$ cat src/rtl/ksa_scheduler.sv
// ---------------------------------------------------------------------------
// ksa_scheduler
//   RC4 key-scheduling engine that drives an external synchronous S-RAM.
//   After a start request it fills S with the identity permutation (INIT),
//   then runs the 256 key-scheduling swaps, and pulses done once S holds
//   the scheduled permutation.
//
// Ports
//   clk         : clock, all logic on the rising edge
//   reset       : synchronous, active-high reset
//   start       : single-cycle request, only looked at in IDLE
//   secret_key  : key, byte 0 is the most significant byte
//   sOut        : S-RAM read data, valid one cycle after sAddr
//   sIn         : S-RAM write data
//   sAddr       : S-RAM address
//   sWren       : S-RAM write enable
//   busy        : high while a run is in progress
//   done        : one-cycle completion pulse
// ---------------------------------------------------------------------------
module ksa_scheduler #(
  parameter int KEY_BYTES  = 3,
  parameter int RAM_WIDTH  = 8,
  parameter int RAM_LENGTH = 8
) (
  input  logic                   clk,
  input  logic                   reset,
  input  logic                   start,
  input  logic [8*KEY_BYTES-1:0] secret_key,
  input  logic [RAM_WIDTH-1:0]   sOut,
  output logic [RAM_WIDTH-1:0]   sIn,
  output logic [RAM_LENGTH-1:0]  sAddr,
  output logic                   sWren,
  output logic                   busy,
  output logic                   done
);

  localparam int KIDX_W = (KEY_BYTES > 1) ? $clog2(KEY_BYTES) : 1;

  typedef enum logic [2:0] {
    IDLE,
    INIT,
    KS_ADDR_I,
    KS_READ_I,
    KS_READ_J,
    KS_WRITE_I,
    KS_WRITE_J,
    DONE
  } state_t;

  state_t                 r_state;
  logic [RAM_LENGTH-1:0]  r_i;
  logic [RAM_LENGTH-1:0]  r_j;
  logic [RAM_WIDTH-1:0]   r_si;
  logic [RAM_WIDTH-1:0]   r_sj;
  logic [KIDX_W-1:0]      r_kidx;
  logic [8*KEY_BYTES-1:0] r_key;

  logic [7:0]             w_key_byte;
  logic [RAM_WIDTH-1:0]   w_j_sum;
  logic [RAM_LENGTH-1:0]  w_j_next;
  logic                   w_i_last;
  logic [KIDX_W-1:0]      w_kidx_next;

  // Key byte selected by the running key counter (i mod KEY_BYTES without
  // a divider). Byte 0 sits in the top bits of the key word.
  // NOTE: every combinational output gets a default before the selection
  // logic, so no path leaves it unassigned and no latch is inferred.
  always_comb begin
    w_key_byte = '0;
    for (int k = 0; k < KEY_BYTES; k++) begin
      if (r_kidx == KIDX_W'(k)) begin
        w_key_byte = r_key[8*(KEY_BYTES-1-k) +: 8];
      end
    end
  end

  // j + S[i] + key byte, truncated to the RAM data width. sOut carries S[i]
  // in KS_READ_I, so the new j goes straight out on sAddr in that cycle.
  assign w_j_sum     = RAM_WIDTH'(r_j) + sOut + RAM_WIDTH'(w_key_byte);
  assign w_j_next    = RAM_LENGTH'(w_j_sum);
  assign w_i_last    = (r_i == '1);
  assign w_kidx_next = (r_kidx == KIDX_W'(KEY_BYTES - 1)) ? '0
                                                          : r_kidx + KIDX_W'(1);

  // NOTE: state registers use non-blocking assignments so every register
  // samples the pre-edge values of the others, independent of code order.
  always_ff @(posedge clk) begin
    if (reset) begin
      r_state <= IDLE;
      r_i     <= '0;
      r_j     <= '0;
      r_si    <= '0;
      r_sj    <= '0;
      r_kidx  <= '0;
      r_key   <= '0;
    end else begin
      case (r_state)
        IDLE: begin
          if (start) begin
            r_key   <= secret_key;
            r_i     <= '0;
            r_j     <= '0;
            r_kidx  <= '0;
            r_state <= INIT;
          end
        end
        INIT: begin
          // i wraps back to 0 after the last identity write.
          r_i <= r_i + RAM_LENGTH'(1);
          if (w_i_last) begin
            r_j     <= '0;
            r_kidx  <= '0;
            r_state <= KS_ADDR_I;
          end
        end
        KS_ADDR_I: r_state <= KS_READ_I;
        KS_READ_I: begin
          r_si    <= sOut;
          r_j     <= w_j_next;
          r_state <= KS_READ_J;
        end
        KS_READ_J: begin
          r_sj    <= sOut;
          r_state <= KS_WRITE_I;
        end
        KS_WRITE_I: r_state <= KS_WRITE_J;
        KS_WRITE_J: begin
          r_i    <= r_i + RAM_LENGTH'(1);
          r_kidx <= w_kidx_next;
          r_state <= w_i_last ? DONE : KS_ADDR_I;
        end
        DONE:    r_state <= IDLE;
        default: r_state <= IDLE;
      endcase
    end
  end

  // RAM-side outputs decode directly from the registered state. When i == j
  // the S[j] write comes last and carries si, so the entry is unchanged.
  always_comb begin
    sAddr = '0;
    sIn   = '0;
    sWren = 1'b0;
    case (r_state)
      INIT: begin
        sAddr = r_i;
        sIn   = RAM_WIDTH'(r_i);
        sWren = 1'b1;
      end
      KS_ADDR_I: sAddr = r_i;
      KS_READ_I: sAddr = w_j_next;
      KS_READ_J: sAddr = r_j;
      KS_WRITE_I: begin
        sAddr = r_i;
        sIn   = r_sj;
        sWren = 1'b1;
      end
      KS_WRITE_J: begin
        sAddr = r_j;
        sIn   = r_si;
        sWren = 1'b1;
      end
      default: ;
    endcase
  end

  assign busy = (r_state != IDLE) && (r_state != DONE);
  assign done = (r_state == DONE);

endmodule
$ cat config.mk
export PLATFORM = sky130hd
export DESIGN_NAME = ksa_scheduler
export DESIGN_NICKNAME = d
export VERILOG_FILES = /design/src/rtl/ksa_scheduler.sv
export SDC_FILE = /design/constraint.sdc
export NUM_CORES = 1
export LEC_CHECK = 0
export BUFFER_PORTS_ARGS = -buffer_cell sky130_fd_sc_hd__buf_2
export CAP_MARGIN = 20
export CORE_UTILIZATION = 51
export CTS_CLUSTER_SIZE = 25
export DETAILED_ROUTE_END_ITERATION = 8
export PLACE_DENSITY = 0.86
export SYNTH_ARGS = -nofsm -noshare
export SYNTH_HDL_FRONTEND = slang
export SYNTH_SLANG_ARGS = --single-unit
$ cat constraint.sdc
create_clock -name clk -period 2.75 [get_ports clk]
set_clock_uncertainty 0.15 [all_clocks]
set_input_delay 0 -clock clk [delete_from_list [all_inputs] [get_ports clk]]
set_output_delay 0 -clock clk [all_outputs]
set_load 0.02 [all_outputs]
==> summary.md, run 1 <==
| Metric | Value |
|---|---|
| Status | `complete, but fails checks` |
| Failing checks | `setup timing` |
| Async SR Flop Fraction | `0%` |
| Vias | `3566` |
| Min Tclk post-route | `3.305 ns` |
| Distinct cells, synth | `52` |
| Hold Path End | `r_state[0]$_SDFFE_PP0P_` |
| Largest net degree at the start of global routing | `62` |
| R2r setup slk | `-0.25 ns` |
| Buffers on Ports | `53` |
| DRT antenna net count | `0` |
| Mapped Area | `3278 µm²` |
| CP Launch Type | `flip-flop` |
| RSZ-0062 raised after global routing | `yes` |
| CTS Root Cell | `clkbuf_8` |
| CTS tree | `done` |
| Starting density of the core | `54.09%` |
| Max-cap violations | `0` |
| Yosys synthesis warning count | `0` |
| HP Class | `input port to flip-flop` |
| Cells on Worst Hold Path | `3` |
| Die Area | `6753 µm²` |
| Antenna violations before repair | `0` |
| Routability Congestion | `0.8640` |
| CP max stage delay | `0.39 ns` |
| Final WL | `10.68 mm` |
| Fin. Hold Viols | `0` |
| CTS Buf Count | `9` |
| Die Span X | `82.18 µm` |
| PnR worst setup slack | `-0.5547 ns` |
| Num rows | `28` |
| DPL Wire Length | `5.957 mm` |
| Top cell type by total area after synthesis | `dfxtp_1` |
| Sink Count | `61` |
| Synth top area share | `37.25%` |
| CP max-delay cell | `dfxtp_4` |
| H-tree level count | `3` |
| Slew HR | `34.22%` |
| Syn nets | `453` |
| Core area | `6061 µm²` |
| Grt ovf | `0` |
| Most used DFF post-synth | `dfxtp_1` |
| Cells after synthesis | `403` |
| First-pass GRT wire length | `16.10 mm` |
| Area growth, synth to finish | `34.66%` |
| Wirelength per Cell | `18.60 µm` |
| Clk_lat worst skew | `0.35 ns` |
| Pleak | `1.766 nW` |
| WP data required | `2.60 ns` |
| Io pins | `54` |
| Max Root-Sink Buffers | `2` |
| R2R cell count | `12` |
| Pre-CTS WS | `-0.1860 ns` |
| Register area share after synthesis | `37.25%` |
| FF-to-FF Start | `r_kidx[1]$_SDFFE_PP0P_` |
| Crit-path max FO | `4` |
| First DRT Iteration DRCs | `465` |
| Worst Tran Pin Value | `0.9847 ns` |
| Via density per instance | `6.213` |
| Vias in the first global route | `3286` |
| Pwr Density | `493.0 nW/µm²` |
| Die height | `82.18 µm` |
| Worst flop-to-flop path endpoint | `r_j[7]$_SDFFE_PP0P_` |
| Max Freq | `302.6 MHz` |
| Top cells by instance count after synthesis | `nand2_1, dfxtp_1, a21oi_1` |
| DRT Pass-1 Iters | `6` |
| Setup Crit Path Kind | `flip-flop to primary output` |
| Final setup viols | `9` |
| Min-delay src | `start` |
| FILL cells | `397` |
| CP arrival | `3.15 ns` |
| Max Slew Vio Count | `0` |
| Hold WS | `0.03662 ns` |
| Share of layout cells above drive strength 1 | `24.90%` |
| Kind of end point of the critical path | `primary output` |
| Crit path cell chain | `buf_6 -> mux2i_1 -> o21ai_1 -> fa_2 -> ha_2 -> inv_2 -> fa_2 -> nor2b_4 -> o31a_1 -> o22a_1 -> or3_4 -> nand3_2 -> buf_6` |
| Post-synthesis register bit count | `61` |
| Main area contributors after synthesis | `dfxtp_1, nand2_1, a21oi_1` |
| NumNets Final | `543` |
| Syn_area_per_cell | `8.134 µm²` |
| Fin crit share | `120.2%` |
| DRC viols | `0` |
| Total Routing Usage GR | `32.57%` |
| Number of flops mapped to enable cells by yosys | `0` |
| Most frequent cell after synthesis | `nand2_1` |
| Clk slew on worst S/H paths | `0.07 ns` |
| VDD IR max | `0.4303 mV` |
-- cells by family after synthesis --
| group | count (synthesis) | synth area share [%] |
|---|---|---|
| buffers and inverters | 36 | 4.733 |
| muxes | 21 | 6.450 |
| xor gates and xnor gates | 5 | 1.336 |
| and+or+nand+nor | 149 | 20.04 |
| AOI/OAI and AO/OA | 116 | 22.63 |
| adders and majority gates | 15 | 7.557 |
| DFF | 61 | 37.25 |
-- routing by layer --
metal / vias up / share of wire (%) / GRT usage [%]
li1: 1587 / - / -
met1: 1687 / 37 / 40.29
met2: 227 / 49 / 53.64
met3: 65 / 7.9 / 5.165
met4: 0 / 5.5 / 18.77
met5: - / 0 / 0
-- sequential cells by signal, summed over array words and instances (netlist names) --
register  cells
r_key        24
r_i           8
r_j           8
r_si          8
r_sj          8
r_state       3
r_kidx        2
-- cell usage in the layout (no fill, tap or decap), types with 3 or more instances in the layout --
| master | count |
|---|---|
| nand2_1 | 83 |
| dfxtp_1 | 59 |
| buf_2 | 49 |
| a21oi_1 | 46 |
| nor2_1 | 33 |
| dlygate4sd3_1 | 33 |
| buf_4 | 20 |
| mux2i_1 | 16 |
| a22o_1 | 15 |
| clkbuf_8 | 11 |
| o21ai_0 | 10 |
| a22oi_1 | 10 |
| o21ai_1 | 7 |
| inv_1 | 6 |
| fa_1 | 6 |
| buf_6 | 5 |
| mux2i_2 | 4 |
| a21oi_2 | 4 |
| nor3_1 | 4 |
| ha_1 | 4 |
| o21ai_2 | 3 |
| and2_1 | 3 |
| a211oi_2 | 3 |
| nand2b_1 | 3 |
| nor2b_1 | 3 |
-- worst max path at each step --
| stage | startpoint | to | slack (ns) | depth (start not counted) |
|---|---|---|---|---|
| 2_1_floorplan | r_kidx[1]$_SDFFE_PP0P_ | r_j[7]$_SDFFE_PP0P_ | 0.001 | 12 |
| 3_3_place_gp | r_kidx[1]$_SDFFE_PP0P_ | sAddr[7] | -0.09 | 11 |
| 3_5_place_dp | r_kidx[1]$_SDFFE_PP0P_ | sAddr[7] | -0.19 | 11 |
| 4_1_cts | r_kidx[1]$_SDFFE_PP0P_ | sAddr[7] | -0.42 | 12 |
| 5_1_grt | r_kidx[1]$_SDFFE_PP0P_ | sAddr[7] | -0.64 | 12 |
| 6_report | r_kidx[1]$_SDFFE_PP0P_ | sAddr[7] | -0.55 | 13 |
-- stage by stage --
step           power [mW]  TNS (ns)  std cells  cell area [µm²]  utilization [%]
3_3_place_gp        1.159   -0.2658        519             3641            60.07
5_1_grt             2.237    -3.605        573             4412            72.79
4_1_cts             2.125    -2.003        569             4283            70.66
2_1_floorplan       1.088         0        403             3288                -
3_5_place_dp        1.171    -1.037        519             3641            60.07
6_report            2.176    -2.816        574             4414            72.83
-- power by group --
| group | leakage, nW | internal, mW | switching, mW |
|---|---|---|---|
| clock | 0.110 | 0.561 | 0.366 |
| combinational | 1.16 | 0.152 | 0.172 |
| sequential | 0.497 | 0.905 | 0.0200 |
-- final cells by class --
type	instances	area [µm²]	area share, %
antenna	1	2.502	0.05669
clock buffer	13	158.9	3.600
clock inverter	3	67.56	1.531
inverter	7	26.28	0.5952
multi-input combinational	306	2037	46.15
sequential	61	1226	27.78
tap	75	93.84	2.126
timing repair buffer	108	802.0	18.17
-- timing repair --
action                     4_1_cts  5_1_grt
setup endpoints to repair        9       11
pin swaps                        6        6
buffers inserted                 2        2
hold endpoints to repair        40       17
hold buffers                    32        1
resized for setup               30       17
-- worst max-delay path, delay by kind of cell, from the launching register on --
kind / cells / cell delay (ns)
simple gates: 3 / 0.49
flops: 1 / 0.39
fa+ha+maj: 3 / 0.80
mux: 1 / 0.20
buf+inv: 3 / 0.32
compound gates: 3 / 0.61
No activity file was read; power rests on OpenSTA's default activity.
==> inputs of run 2 (changes only) <==
Settings changed: SKIP_CTS_REPAIR_TIMING set to 1.
==> run 2 against run 1 <==
  * The flow still finishes with violations (setup timing)
  * Final cell count shrank 0.52%
  * Sequential power barely moved
  * Die area did not move
  * Utilization is 1.6 points lower
  * Worst setup slack worse by 0.025 ns
  * Combinational power fell by 8.3%
  * First-iteration DRC count is 26% lower
  * Design area shrank 2.2%
  * Sequential cell count unchanged
==> summary.md, run 2 (synthesis results as in run 1) <==
| Metric | Value |
|---|---|
| Status | `complete, but fails checks (unchanged)` |
| Failing checks | `setup timing (unchanged)` |
| Psw | `538.5 µW (was 558.2 µW)` |
| Slew HR | `31.63% (was 34.22%)` |
| First DRT Iteration DRCs | `344 (was 465)` |
| PnR worst setup slack | `-0.5796 ns (was -0.5547 ns)` |
| Top reg by flops | `r_key (unchanged)` |
| Worst Tran Pin Value | `1.023 ns (was 0.9847 ns)` |
| Buffers on Ports | `53 (unchanged)` |
| Final WL | `9.986 mm (was 10.68 mm)` |
| Clk slew on worst S/H paths | `0.07 ns (about the same)` |
| Sequential Power Share | `43.1% (was 42.5%)` |
| DRT antenna net count | `0 (unchanged)` |
| Die height | `82.18 µm (unchanged)` |
| Fin. Hold Viols | `0 (unchanged)` |
| Via density per instance | `5.977 (was 6.213)` |
| FF-to-FF Start | `r_kidx[1]$_SDFFE_PP0P_ (unchanged)` |
| Clock share of power | `43.0% (was 42.6%)` |
| Placed cells | `519 (unchanged)` |
| Wirelength per Cell | `17.49 µm (was 18.60 µm)` |
| Clk_lat worst skew | `0.35 ns (about the same)` |
| Kind of end point of the critical path | `primary output (unchanged)` |
| Min Tclk post-route | `3.330 ns (was 3.305 ns)` |
| HP Class | `input port to flip-flop (unchanged)` |
| Cell-internal power | `1.605 mW (was 1.618 mW)` |
| Die Span X | `82.18 µm (unchanged)` |
| H-tree level count | `3 (unchanged)` |
| Logic pwr share | `13.9% (was 14.9%)` |
| DRT Pass-1 Iters | `7 (was 6)` |
| Die Area | `6753 µm² (unchanged)` |
| Grt ovf | `0 (unchanged)` |
| Pleak | `1.736 nW (was 1.766 nW)` |
| Vias in the first global route | `2933 (was 3286)` |
| Area growth, synth to finish | `31.68% (was 34.66%)` |
| VDD IR max | `0.4265 mV (was 0.4303 mV)` |
| Pwr Density | `496.7 nW/µm² (was 493.0 nW/µm²)` |
| Design Area, Final | `4317 µm² (was 4414 µm²)` |
| CP arrival | `3.18 ns (was 3.15 ns)` |
| Max Freq | `300.3 MHz (was 302.6 MHz)` |
| NumNets Final | `541 (was 543)` |
| Final core area utilization | `71.22% (was 72.83%)` |
| CP Launch Type | `flip-flop (unchanged)` |
| Routability Congestion | `0.8640 (unchanged)` |
| Starting density of the core | `54.09% (unchanged)` |
| RSZ-0062 raised after global routing | `yes (unchanged)` |
| WP data required | `2.60 ns (about the same)` |
| Vias | `3413 (was 3566)` |
| Final std cells w/o fill | `571 (was 574)` |
| CTS tree | `done (unchanged)` |
| ANT cells | `0 (was 1)` |
| R2R cell count | `12 (unchanged)` |
| Setup Total Neg Slack | `-3.246 ns (was -2.816 ns)` |
| Share of layout cells above drive strength 1 | `22.58% (was 24.90%)` |
| Max-cap violations | `0 (unchanged)` |
| Total Routing Usage GR | `28.05% (was 32.57%)` |
| Final setup viols | `10 (was 9)` |
| CTS Root Cell | `clkbuf_8 (unchanged)` |
| CTS Buf Count | `9 (unchanged)` |
| Max reg flops | `24 (unchanged)` |
| Antenna violations before repair | `0 (unchanged)` |
| Leading cell type in the layout, fill and taps excluded | `nand2_1 (unchanged)` |
| First-pass GRT wire length | `13.92 mm (was 16.10 mm)` |
| Worst flop-to-flop path endpoint | `r_j[7]$_SDFFE_PP0P_ (unchanged)` |
| Largest net degree at the start of global routing | `62 (unchanged)` |
| R2r setup slk | `-0.25 ns (about the same)` |
| DRC viols | `0 (unchanged)` |
| Num rows | `28 (unchanged)` |
| Min-delay src | `start (unchanged)` |
| Crit-path max FO | `4 (unchanged)` |
| DPL Wire Length | `5.957 mm (unchanged)` |
| Max Root-Sink Buffers | `2 (unchanged)` |
| Commonest non-fill, non-tap cells in the layout | `nand2_1, dfxtp_1, buf_2 (unchanged)` |
| Area of placed instances | `3641 µm² (unchanged)` |
| Io pins | `54 (unchanged)` |
| Setup Crit Path Kind | `flip-flop to primary output (unchanged)` |
| Sink Count | `61 (unchanged)` |
| Max Slew Vio Count | `0 (unchanged)` |
| Fin crit share | `121.1% (was 120.2%)` |
| Cells on Worst Hold Path | `3 (unchanged)` |
| Hold Path End | `r_state[0]$_SDFFE_PP0P_ (unchanged)` |
| Sw Ratio | `25.12% (was 25.65%)` |
| Core area | `6061 µm² (unchanged)` |
[run 2: layout make-up]
type / count / area [µm²]
tap: 75 / 93.84
clock inverter: 3 / 67.56
inverter: 7 / 26.28
multi-input combinational: 306 / 1969
timing repair buffer: 106 / 775.7
sequential: 61 / 1225
clock buffer: 13 / 158.9
fill: 432 / 1744
[run 2: critical path: stages (launching register included)]
cell	delay [ns]
dfxtp_4	0.39
buf_6	0.12
mux2i_1	0.27
o21ai_1	0.12
fa_2	0.35
ha_2	0.18
inv_1	0.08
fa_2	0.26
nor2b_4	0.06
o31a_1	0.26
o22a_1	0.20
or3_1	0.33
nand3_1	0.08
buf_4	0.14
[run 2: power by group through the flow]
stage	clock (mW)	combinational [mW]	sequential (mW)
after floorplan	0	0.151	0.937
after global placement	0	0.216	0.944
after detailed placement	0	0.227	0.943
after CTS	0.922	0.230	0.924
after global routing	0.970	0.322	0.926
final	0.922	0.297	0.924
[run 2: metal layers]
layer,track usage (%),vias up,share of wire (%),wire (µm)
met2,44.71,182,50,4945
met3,5.824,42,6.8,678
met4,14.21,0,3.9,391
met5,0,-,0,0
li1,-,1580,-,-
met1,35.86,1609,40,3972
[run 2: metrics by stage]
| stage | setup slack [ns] | total power [mW] | hold WS (ns) |
|---|---|---|---|
| floorplan | 0.001279 | 1.088 | -0.01404 |
| global placement | -0.09001 | 1.159 | 0.09165 |
| detailed placement | -0.1860 | 1.171 | 0.09636 |
| CTS | -0.6047 | 2.075 | -0.2701 |
| global route | -0.6689 | 2.218 | 0.06795 |
| finish | -0.5796 | 2.144 | 0.04261 |
[run 2: worst max-delay path by stage]
| stage | to | slack [ns] | from |
|---|---|---|---|
| 2_1_floorplan | r_j[7]$_SDFFE_PP0P_ | 0.001 | r_kidx[1]$_SDFFE_PP0P_ |
| 3_3_place_gp | sAddr[7] | -0.09 | r_kidx[1]$_SDFFE_PP0P_ |
| 3_5_place_dp | sAddr[7] | -0.19 | r_kidx[1]$_SDFFE_PP0P_ |
| 4_1_cts | sAddr[7] | -0.60 | r_kidx[1]$_SDFFE_PP0P_ |
| 5_1_grt | sAddr[5] | -0.67 | r_kidx[1]$_SDFFE_PP0P_ |
| 6_report | sAddr[7] | -0.58 | r_kidx[1]$_SDFFE_PP0P_ |
==> inputs of run 3 (changes only) <==
Settings changed: ABC_AREA set to 1.
==> run 3 against run 2 <==
  * The run still ends with setup timing left
  * Via count up 13%
  * Sequential share of layout area down 0.83 points
  * First-iteration DRC count up 85%
  * Combinational power grew to 3.7 times the previous value
  * Die area fell by 0.61%
  * Critical path depth unchanged
  * Worst hold slack improved by 0.0020 ns
  * Register-to-register slack gained 0.18 ns
  * Design area is 3.3% higher
  * Routed wire length grew 18%
  * Final cell count is 9.1% higher
  * Non-clock buffer count increased by 1
  * Largest power group unchanged
==> summary.md, run 3 <==
| Metric | Value |
|---|---|
| Io pins | `54 (unchanged)` |
| NumNets Final | `594 (was 541)` |
| Max-cap violations | `0 (unchanged)` |
| Leading cell type in the layout, fill and taps excluded | `nand2_1 (unchanged)` |
| Most frequent cell after synthesis | `nand2_1 (unchanged)` |
| Main area contributors after synthesis | `dfxtp_1, nand2_1, o21ai_0 (was dfxtp_1, nand2_1, a21oi_1)` |
| Sequential Power Share | `35.9% (was 43.1%)` |
| Max Slew Vio Count | `0 (unchanged)` |
| Cells on Worst Hold Path | `5 (was 3)` |
| Final core area utilization | `74.02% (was 71.22%)` |
| DRT Pass-1 Iters | `5 (was 7)` |
| CP Launch Type | `flip-flop (unchanged)` |
| Fin. Hold Viols | `0 (unchanged)` |
| Fin crit share | `115.0% (was 121.1%)` |
| ANT cells | `0 (unchanged)` |
| Sw Ratio | `39.02% (was 25.12%)` |
| DPL Wire Length | `6.147 mm (was 5.957 mm)` |
| Min-delay src | `start (unchanged)` |
| First-pass GRT wire length | `13.81 mm (was 13.92 mm)` |
| Crit-path max FO | `6 (was 4)` |
| CP startpoint | `r_kidx[1]$_SDFFE_PP0P_ (unchanged)` |
| VDD IR max | `0.3922 mV (was 0.4265 mV)` |
| R2r setup slk | `-0.07 ns (was -0.25 ns)` |
| First DRT Iteration DRCs | `638 (was 344)` |
| H-tree level count | `3 (unchanged)` |
| DRC viols | `0 (unchanged)` |
| Yosys synthesis warning count | `0 (unchanged)` |
| Pleak | `1.955 nW (was 1.736 nW)` |
| Num rows | `28 (unchanged)` |
| Failing checks | `setup timing (unchanged)` |
| Cell-internal power | `1.848 mW (was 1.605 mW)` |
| Cells after synthesis | `440 (was 403)` |
| Largest net degree at the start of global routing | `40 (was 62)` |
| CP arrival | `3.01 ns (was 3.18 ns)` |
| Worst Tran Pin Value | `0.7448 ns (was 1.023 ns)` |
| Area of placed instances | `3623 µm² (was 3641 µm²)` |
| Pwr Density | `679.3 nW/µm² (was 496.7 nW/µm²)` |
| FF-to-FF Start | `r_kidx[1]$_SDFFE_PP0P_ (unchanged)` |
| Clock share of power | `28.0% (was 43.0%)` |
| Syn_area_per_cell | `7.405 µm² (was 8.134 µm²)` |
| Die height | `81.93 µm (was 82.18 µm)` |
| PnR worst setup slack | `-0.4133 ns (was -0.5796 ns)` |
| FILL cells | `377 (was 432)` |
| Starting density of the core | `54.07% (was 54.09%)` |
| DRT antenna net count | `0 (unchanged)` |
| Synth top area share | `37.48% (was 37.25%)` |
| CTS tree | `done (unchanged)` |
| Final WL | `11.79 mm (was 9.986 mm)` |
| Syn nets | `490 (was 453)` |
| Status | `complete, but fails checks (unchanged)` |
| Async SR Flop Fraction | `0% (unchanged)` |
| Mapped Area | `3258 µm² (was 3278 µm²)` |
| RSZ-0062 raised after global routing | `yes (unchanged)` |
| Design Area, Final | `4461 µm² (was 4317 µm²)` |
| Number of flops mapped to enable cells by yosys | `0 (unchanged)` |
| Worst flop-to-flop path endpoint | `r_j[5]$_SDFFE_PP0P_ (was r_j[7]$_SDFFE_PP0P_)` |
| Die Span X | `81.93 µm (was 82.18 µm)` |
| Routability Congestion | `0.9470 (was 0.8640)` |
| Commonest non-fill, non-tap cells in the layout | `nand2_1, dfxtp_1, nor2_1 (was nand2_1, dfxtp_1, buf_2)` |
| Wirelength per Cell | `18.93 µm (was 17.49 µm)` |
| Top reg by flops | `r_key (unchanged)` |
| Logic pwr share | `36.0% (was 13.9%)` |
| Vias in the first global route | `3093 (was 2933)` |
| Die Area | `6712 µm² (was 6753 µm²)` |
| Max Freq | `316.1 MHz (was 300.3 MHz)` |
| Kind of end point of the critical path | `primary output (unchanged)` |
| Top cell type by total area after synthesis | `dfxtp_1 (unchanged)` |
| Setup Crit Path Kind | `flip-flop to primary output (unchanged)` |
| Slew HR | `50.16% (was 31.63%)` |
| Post-synthesis register bit count | `61 (unchanged)` |
| Via density per instance | `6.188 (was 5.977)` |
| Setup Total Neg Slack | `-2.221 ns (was -3.246 ns)` |
| Buffers on Ports | `53 (unchanged)` |
| Hold Path End | `r_state[0]$_SDFFE_PP0P_ (unchanged)` |
| Most used DFF post-synth | `dfxtp_1 (unchanged)` |
| Max reg flops | `24 (unchanged)` |
| R2R cell count | `12 (unchanged)` |
| Top cells by instance count after synthesis | `nand2_1, dfxtp_1, nor2_1 (was nand2_1, dfxtp_1, a21oi_1)` |
| Vias | `3855 (was 3413)` |
| Total Routing Usage GR | `27.41% (was 28.05%)` |
| Share of layout cells above drive strength 1 | `26.64% (was 22.58%)` |
| Sink Count | `61 (unchanged)` |
| Area growth, synth to finish | `36.90% (was 31.68%)` |
| Register area share after synthesis | `37.48% (was 37.25%)` |
| Clk_lat worst skew | `0.36 ns (was 0.35 ns)` |
| CTS Root Cell | `clkbuf_8 (unchanged)` |
| Final setup viols | `9 (was 10)` |
| Distinct cells, synth | `43 (was 52)` |
| Max Root-Sink Buffers | `2 (unchanged)` |
| Core area | `6026 µm² (was 6061 µm²)` |
| Psw | `1.182 mW (was 538.5 µW)` |
| WP data required | `2.60 ns (about the same)` |
| CTS Buf Count | `9 (unchanged)` |
| Clk slew on worst S/H paths | `0.06 ns (was 0.07 ns)` |
| HP Class | `input port to flip-flop (unchanged)` |
| Antenna violations before repair | `0 (unchanged)` |
| Min Tclk post-route | `3.163 ns (was 3.330 ns)` |
| Grt ovf | `0 (unchanged)` |
[run 3: cell types whose count changed in the layout (fill, tap and decap cells not counted), moves of 7 or more]
| cell | previous run | this run |
|---|---|---|
| o21ai_0 | 11 | 45 |
| a21oi_1 | 46 | 35 |
| inv_1 | 6 | 43 |
| inv_2 | 1 | 8 |
| mux2i_1 | 19 | 0 |
| nand3_1 | 3 | 13 |
| a22oi_1 | 10 | 2 |
| nor2_1 | 33 | 54 |
| o211ai_1 | 0 | 13 |
| a22o_1 | 15 | 0 |
[run 3: power groups by stage]
stage                     combinational, mW  clock [mW]  sequential, mW
after floorplan                       0.656           0            1.06
after global placement                0.785           0            1.09
after detailed placement              0.818           0            1.09
final                                  1.09       0.849            1.09
after CTS                             0.826       0.821            1.08
after global routing                   1.17       0.872            1.10
[run 3: cell type report]
class / count / area (µm²) / share of cell area (%)
clock inverters: 4 / 47.55 / 1.066
inverters: 57 / 225.2 / 5.049
repair buffers: 107 / 770.7 / 17.28
flip-flops and latches: 61 / 1229 / 27.55
multi-input cells: 308 / 1943 / 43.56
clock buffers: 11 / 151.4 / 3.394
well taps: 75 / 93.84 / 2.104
[run 3: critical path, stage by stage (launching register included)]
cell and delay (ns):
dfxtp_4 0.41, inv_4 0.05, nor2_4 0.12, inv_4 0.08, buf_4 0.14, o221ai_4 0.17
fa_1 0.48, ha_4 0.36, a21o_1 0.19, nand2_1 0.11, nand4_1 0.14, nand3_2 0.12
o221ai_2 0.08, buf_2 0.19
[run 3: worst max path at each step]
stage / end / depth (start not counted)
after floorplan: r_j[7]$_SDFFE_PP0P_ / 12
after global placement: sAddr[6] / 15
after detailed placement: sAddr[6] / 15
after CTS: sAddr[6] / 15
after global routing: sAddr[7] / 16
final: sAddr[6] / 13
[run 3: cell families after synthesis]
group | count (synthesis) | synth area share (%)
buffers and inverters | 71 | 9.255
and+or+nand+nor | 179 | 25.42
AOI/OAI and AO/OA | 113 | 19.97
adders and majority gates | 15 | 7.603
DFF | 61 | 37.48
xor gates and xnor gates | 1 | 0.2689
[run 3: stage by stage]
stage	instances	hold slack [ns]	worst slack, ns	power [mW]
CTS	581	-0.2806	-0.5246	2.723
floorplan	440	-0.01509	0.1670	1.716
global route	623	0.08261	-0.5104	3.135
global placement	566	0.07468	-0.007849	1.874
finish	623	0.04459	-0.4133	3.030
detailed placement	566	0.08226	-0.1191	1.913
[run 3: layer usage]
| layer | track usage (%) | up-vias | wire [µm] |
|---|---|---|---|
| met2 | 44.96 | 339 | 5481 |
| met4 | 17.72 | 0 | 679 |
| met5 | 0 | - | 0 |
| met3 | 5.556 | 86 | 1219 |
| li1 | - | 1664 | - |
| met1 | 32.35 | 1766 | 4414 |
